<file path="src/rtl/system_0_ledg_fader.sv">
// LED fader placed behind the LEDG PIO. Each channel ramps a 4-bit brightness
// toward its on/off target and drives a 15-step PWM, controlled over Avalon-MM.
module system_0_ledg_fader #(
  parameter int CHANNELS   = 9,
  parameter int PRESCALE_W = 16
) (
  input  logic                clk,
  input  logic                reset_n,
  input  logic [CHANNELS-1:0] in_port,
  input  logic [1:0]          address,
  input  logic                chipselect,
  input  logic                write_n,
  input  logic [31:0]         writedata,
  output logic [31:0]         readdata,
  output logic [CHANNELS-1:0] led_out
);

  // Avalon-MM slave: a write is accepted on any clk edge with chipselect=1 and
  // write_n=0 (no waitrequest); readdata is a pure function of address.
  logic                  ctrl_enable;
  logic                  ctrl_bypass;
  logic [PRESCALE_W-1:0] prescale;
  logic [PRESCALE_W-1:0] tcnt;
  logic [3:0]            pcnt;
  logic [3:0]            level [CHANNELS];

  logic                  wr_en;
  logic                  wr_ctrl;
  logic                  wr_prescale;
  logic                  tick;
  logic [CHANNELS-1:0]   status;
  logic [CHANNELS-1:0]   pwm;

  assign wr_en       = chipselect & ~write_n;
  assign wr_ctrl     = wr_en & (address == 2'd0);
  assign wr_prescale = wr_en & (address == 2'd1);

  // A prescale write restarts the tick period, so it also suppresses the tick.
  assign tick = (tcnt == prescale) & ~wr_prescale;

  always_comb begin
    status = '0;
    pwm    = '0;
    for (int i = 0; i < CHANNELS; i++) begin
      status[i] = (level[i] == {4{in_port[i]}});
      pwm[i]    = (level[i] > pcnt);
    end
  end

  always_comb begin
    readdata = 32'd0;
    case (address)
      2'd0:    readdata = {30'd0, ctrl_bypass, ctrl_enable};
      2'd1:    readdata = 32'(prescale);
      2'd2:    readdata = 32'(status);
      default: readdata = 32'd0;
    endcase
  end

  always_ff @(posedge clk) begin
    if (!reset_n) begin
      ctrl_enable <= 1'b1;
      ctrl_bypass <= 1'b0;
      prescale    <= PRESCALE_W'(16'h00FF);
      tcnt        <= '0;
      pcnt        <= 4'd0;
      led_out     <= '0;
      for (int i = 0; i < CHANNELS; i++) level[i] <= 4'd0;
    end else begin
      if (wr_ctrl) begin
        ctrl_enable <= writedata[0];
        ctrl_bypass <= writedata[1];
      end
      if (wr_prescale) prescale <= writedata[PRESCALE_W-1:0];

      if (wr_prescale || tick) tcnt <= '0;
      else                     tcnt <= tcnt + 1'b1;

      pcnt <= (pcnt == 4'd14) ? 4'd0 : pcnt + 4'd1;

      // Step one unit toward the target, saturating at both ends.
      if (tick && ctrl_enable) begin
        for (int i = 0; i < CHANNELS; i++) begin
          if (in_port[i] && level[i] != 4'd15)       level[i] <= level[i] + 4'd1;
          else if (!in_port[i] && level[i] != 4'd0)  level[i] <= level[i] - 4'd1;
        end
      end

      led_out <= ctrl_bypass ? in_port : pwm;
    end
  end

endmodule
</file>
<file path="config.mk">
export PLATFORM = sky130hd
export DESIGN_NAME = system_0_ledg_fader
export DESIGN_NICKNAME = d
export VERILOG_FILES = /design/src/rtl/system_0_ledg_fader.sv
export SDC_FILE = /design/constraint.sdc
export NUM_CORES = 1
export LEC_CHECK = 0
export ABC_AREA = 1
export BUFFER_PORTS_ARGS = -buffer_cell sky130_fd_sc_hd__buf_2
export CAP_MARGIN = 10
export CORE_AREA = 2 2 102 104
export DETAILED_ROUTE_END_ITERATION = 16
export DIE_AREA = 0 0 104 106
export PLACE_DENSITY = 0.9
export SETUP_SLACK_MARGIN = 0.5
export SLEW_MARGIN = 10
export SYNTH_ARGS = -nofsm -noshare
export SYNTH_HDL_FRONTEND = slang
export SYNTH_SLANG_ARGS = --single-unit
</file>
<file path="constraint.sdc">
create_clock -name clk -period 6.23 [get_ports clk]
set_input_delay 0.623 -clock clk [delete_from_list [all_inputs] [get_ports clk]]
set_output_delay 0.623 -clock clk [all_outputs]
set_load 0.02 [all_outputs]
</file>
# Word level (Yosys, flattened, before mapping)

Memories as Yosys holds them, arrays and structs flattened.
Cells that the tools add are included.
W data, S select, Z words.

Bits in registers: 47
Bits in latches: 0
RAM bits: 36
Bits in read-only memories: 0
Bits of input ports: 47
Output and inout bits: 41
Word-level logic and storage cells: 226
Memories kept: 1

$add $sub $neg: 20
Multiply operators: 0
Div/mod/pow operators: 0
Magnitude comparators: 9
Equality and inequality tests: 22
Shifts and indexed selects: 0
Mux-type cells: 102
Bitwise operators: 25
Reduce and logical (&&, ||, !) cells: 41

Memory list:

| memory | depth | bits a word | rd ports | clocked after Yosys merged registers in | wr ports | RTL line | text |
|---|---|---|---|---|---|---|---|
| level  | 9     | 4           | 9        | 0                                       | 9        | 25       | `logic [3:0] level [CHANNELS];` |

Operators by type and width:

| kind                    | count |
|---|---|
| $mux W1                 | 82 |
| $mux W4                 | 18 |
| $pmux W16 S3            | 1 |
| $add A4 B1 Y4 const B   | 10 |
| $eq A4 B4 Y1            | 9 |
| $gt A4 B4 Y1            | 9 |
| $ne A4 B4 Y1 const B    | 9 |
| $reduce_bool A4 Y1      | 9 |
| $sub A4 B1 Y4 const B   | 9 |
| $logic_and A1 B1 Y1     | 19 |
| $or A1 B1 Y1            | 18 |
| $add A16 B1 Y16 const B | 1 |
| $eq A16 B16 Y1          | 1 |
| $logic_not A1 Y1        | 9 |
| $mux W9                 | 1 |
| $and A1 B1 Y1           | 4 |
| $eq A4 B4 Y1 const B    | 1 |
| $reduce_or A2 Y1        | 2 |
| $not A1 Y1              | 3 |
| $eq A2 B1 Y1 const B    | 1 |
| $eq A2 B2 Y1 const B    | 1 |
| $logic_not A2 Y1        | 1 |
| $logic_or A1 B1 Y1      | 1 |

# Logic depth before layout (Yosys ltp)

Word-level depth: 11
Depth in mapped cells: 17
Gate-level depth less buffers: 16

# Worst setup path before layout

No wires, ideal clock.

Path kind: input to register
Start point: input port reset_n
End point: memory level[4][3], data pin
Setup time: 0.140 ns
Arrival: 2.566 ns
Data required time: 6.090 ns
Setup slack: 3.523 ns
Cell stages on the path: 14
Buffers on the path: 2
Cells stage by stage: clkbuf_1 inv_1 nor3_2 nand3_4 inv_4 buf_6 nand2_4 inv_2 ha_1 a21oi_1 nand2_1 xor2_1 or2_0 a21oi_2

RTL lines:

| what               | RTL line | text |
|---|---|---|
| start: declaration | 8        | `input logic reset_n,` |
| end: declaration   | 25       |  |

==> summary.txt <==
Detailed routing
  – Vias: 4,983
  – Vias per std cell: between 5 and 6
  – DR DRC count: 0
  – DRT iter0 DRCs: 238
  – Detailed-router iteration count before antenna repair: 5
  – Post-Route WL: approximately 13,000 um
  – DRT antenna net count: 0
  – WL/cell: 13.4 um

Synth
  – Top cell type's share of synthesized area: 0.184
  – Synth unique cells: 44
  – Post-Syn Area: 5870 um2
  – FFs w/ async S/R, synth: 0
  – Cell count after synthesis: between 700 and 800
  – Main flop type after synthesis: dfxtp_1
  – Cell taking the most area after synthesis: edfxtp_1
  – Warnings, synthesis: 0
  – Sequential share of the synthesized area: 0.345
  – Post-Syn Area per Cell: 7.84 um2
  – EDFF count, synth: 36
  – Count leader, synth: nand2_1
  – Synthesis-stage register bit count: 83
  – Top post-synthesis cells by count: 145 x nand2_1, 104 x inv_1, 71 x nor2_1
  – Area contributors post-synth: edfxtp_1 18%, dfxtp_1 16%, ha_1 12%

Placed design
  – Buffers on Ports: 55
  – GPL Wtd Cong: 0.883
  – Post-DP Area: 6160 um2
  – Dpl hpwl: 9200 um

Clocking
  – Number of hold buffers added after cts: 0
  – # resized after CTS: 0
  – Max clock buf depth: 2
  – H-tree depth: 3
  – CTS tree: yes
  – Total CTS buffers: 9
  – Reg clk slew, reported paths: around 80 ps
  – Root Driver: clkbuf_8
  – Clk_lat worst skew: approximately 380 ps
  – Clk sinks: 83
  – Postcts setup bufs: 0

STA
  – Period Utilization, post-route: 0.517
  – WHS: 460 ps
  – Fmax: 311 MHz
  – Setup TNS Final: 0 ps
  – Slew HR: 0.378
  – Unrepaired setup endpoints after global routing: false
  – Crit path time final: between 3000 and 4000 ps
  – Skew final: between 8 and 9 ps
  – Endpoints failing setup: 0
  – Worst Max-Slew Pin Slew: 930 ps
  – Final Hold Fails: 0
  – Fin. max-slew vios: 0

Global route
  – Largest net degree at the start of global routing: 45
  – First-pass GRT wire length: around 21,000 um
  – GRT Util Overall: 0.234
  – Overflow after GRT: 0
  – Vias in the first global route: 4,771
  – Initial antenna violation count: 0

Floorplan
  – Die width: 104 um
  – Initial core utilization: 0.587
  – Total I/O pin count: 88
  – Die Height: 106 um
  – Core area: 10000 um2
  – Die ar.: 11,000 um2
  – Cell Rows: 37

Critical path
  – CP max FO: 44
  – Startpoint types: input pin
  – CP required: 6480 ps
  – Critical R2R Launch: tcnt[8]
  – Worst reg2reg path depth: 16
  – CP endpoint kind: register
  – Worst EP arrival: roughly 3500 ps
  – Reg2reg end: level[1][3]
  – Crit Path Class: input pin to register
  – Flop-to-flop setup slack: roughly 3300 ps

Finish
  – Area growth syn-to-layout: 8.06%
  – Layout cells sized above 1: 0.136
  – Fin nets: 911
  – Diodes inserted: 0
  – Final instance area: 6340 um2

Power and ir drop
  – Static leakage: roughly 0.003 uW
  – Max IR drop VDD: 0.0947 mV
  – Cell area power density: 185 nW/um2

Worst hold path
  – Hold Path Depth: 3
  – Min-delay src: writedata[7]
  – Min-Delay Path Class: input pin to register
  – Hold endpoint: prescale[7]

Outcome
  – Outcome: complete, no violations

Run
  – Max-cap violation count: 0
-- power breakdown --
group	switching, uW	internal, uW
combinational	125	68.5
sequential	19.0	588
clock	200	169
-- state kept, by name (all words and copies together) (netlist names) --
signal       flops
pcnt             4
ctrl_bypass      1
prescale        16
level           36
tcnt            16
ctrl_enable      1
led_out          9
-- metal layers --
layer / GRT usage / share of wire
met5: 0 / 0
met4: 0.130 / 0.037
met3: 0.0454 / 0.047
met2: 0.406 / 0.49
met1: 0.272 / 0.42
-- worst max-delay path by stage --
stage                     cells after the start           to       start  slack, ps
after floorplan                              14  level[4][3]     reset_n       3520
after global placement                       15  level[1][3]  address[1]       2750
after detailed placement                     13  level[1][3]     reset_n       2660
after CTS                                    13  level[1][3]     reset_n       3030
after global routing                         13  level[1][3]     reset_n       2820
final                                        13  level[1][3]     reset_n       3010
-- metrics by stage --
stage               utilization  instances  power, uW  setup slack (ps)
finish                    0.634        940       1170              3010
global route              0.634        940       1220              2820
CTS                       0.634        940       1170              3030
detailed placement        0.616        924        811              2660
global placement          0.616        924        803              2750
floorplan                     -        763        761              3520
-- cell families (layout without fill, tap and decap cells) --
group,after synthesis,after routing,synth area share
buf+inv,145,186,0.109
compound gates,147,147,0.150
other cells,1,16,0.000639
flops,83,83,0.345
xor+xnor,21,21,0.0314
fa+ha+maj,65,65,0.149
simple gates,286,286,0.216
-- worst max-delay path: stages --
cell and delay, ps:
buf_2 600, inv_1 120, nor3_2 270, nand3_4 180
inv_4 270, nand2_1 150, inv_1 140, ha_1 280
a21oi_1 160, nand2_1 70, xor2_1 160, or2_2 310
a21oi_2 110
-- cell type report --
| cell class | instances | area (um2) |
|---|---|---|
| clock buffers | 14 | 164 |
| inverters | 115 | 434 |
| multi-input cells | 535 | 3260 |
| repair buffers | 55 | 275 |
| well taps | 136 | 170 |
| flip-flops and latches | 83 | 2020 |
| fillers | 864 | 3660 |
| clock inverters | 2 | 10.0 |
-- cell usage in the layout (no fill, tap or decap), types with 5 or more instances in the layout --
master and instances:
a21oi_1 49, a21oi_2 6, a31o_2 5, buf_2 55, clkbuf_8 9, conb_1 16
dfxtp_1 47, edfxtp_1 36, fa_1 8, ha_1 57, inv_1 104, inv_2 10
nand2_1 145, nand2_4 5, nand3_1 28, nand4_1 7, nor2_1 71, nor2_2 6
nor3_1 5, o211ai_1 12, o21ai_0 46, o21bai_1 13, o22ai_1 6, xnor2_1 5
xor2_1 16
Power figures use the tool's default switching activity.
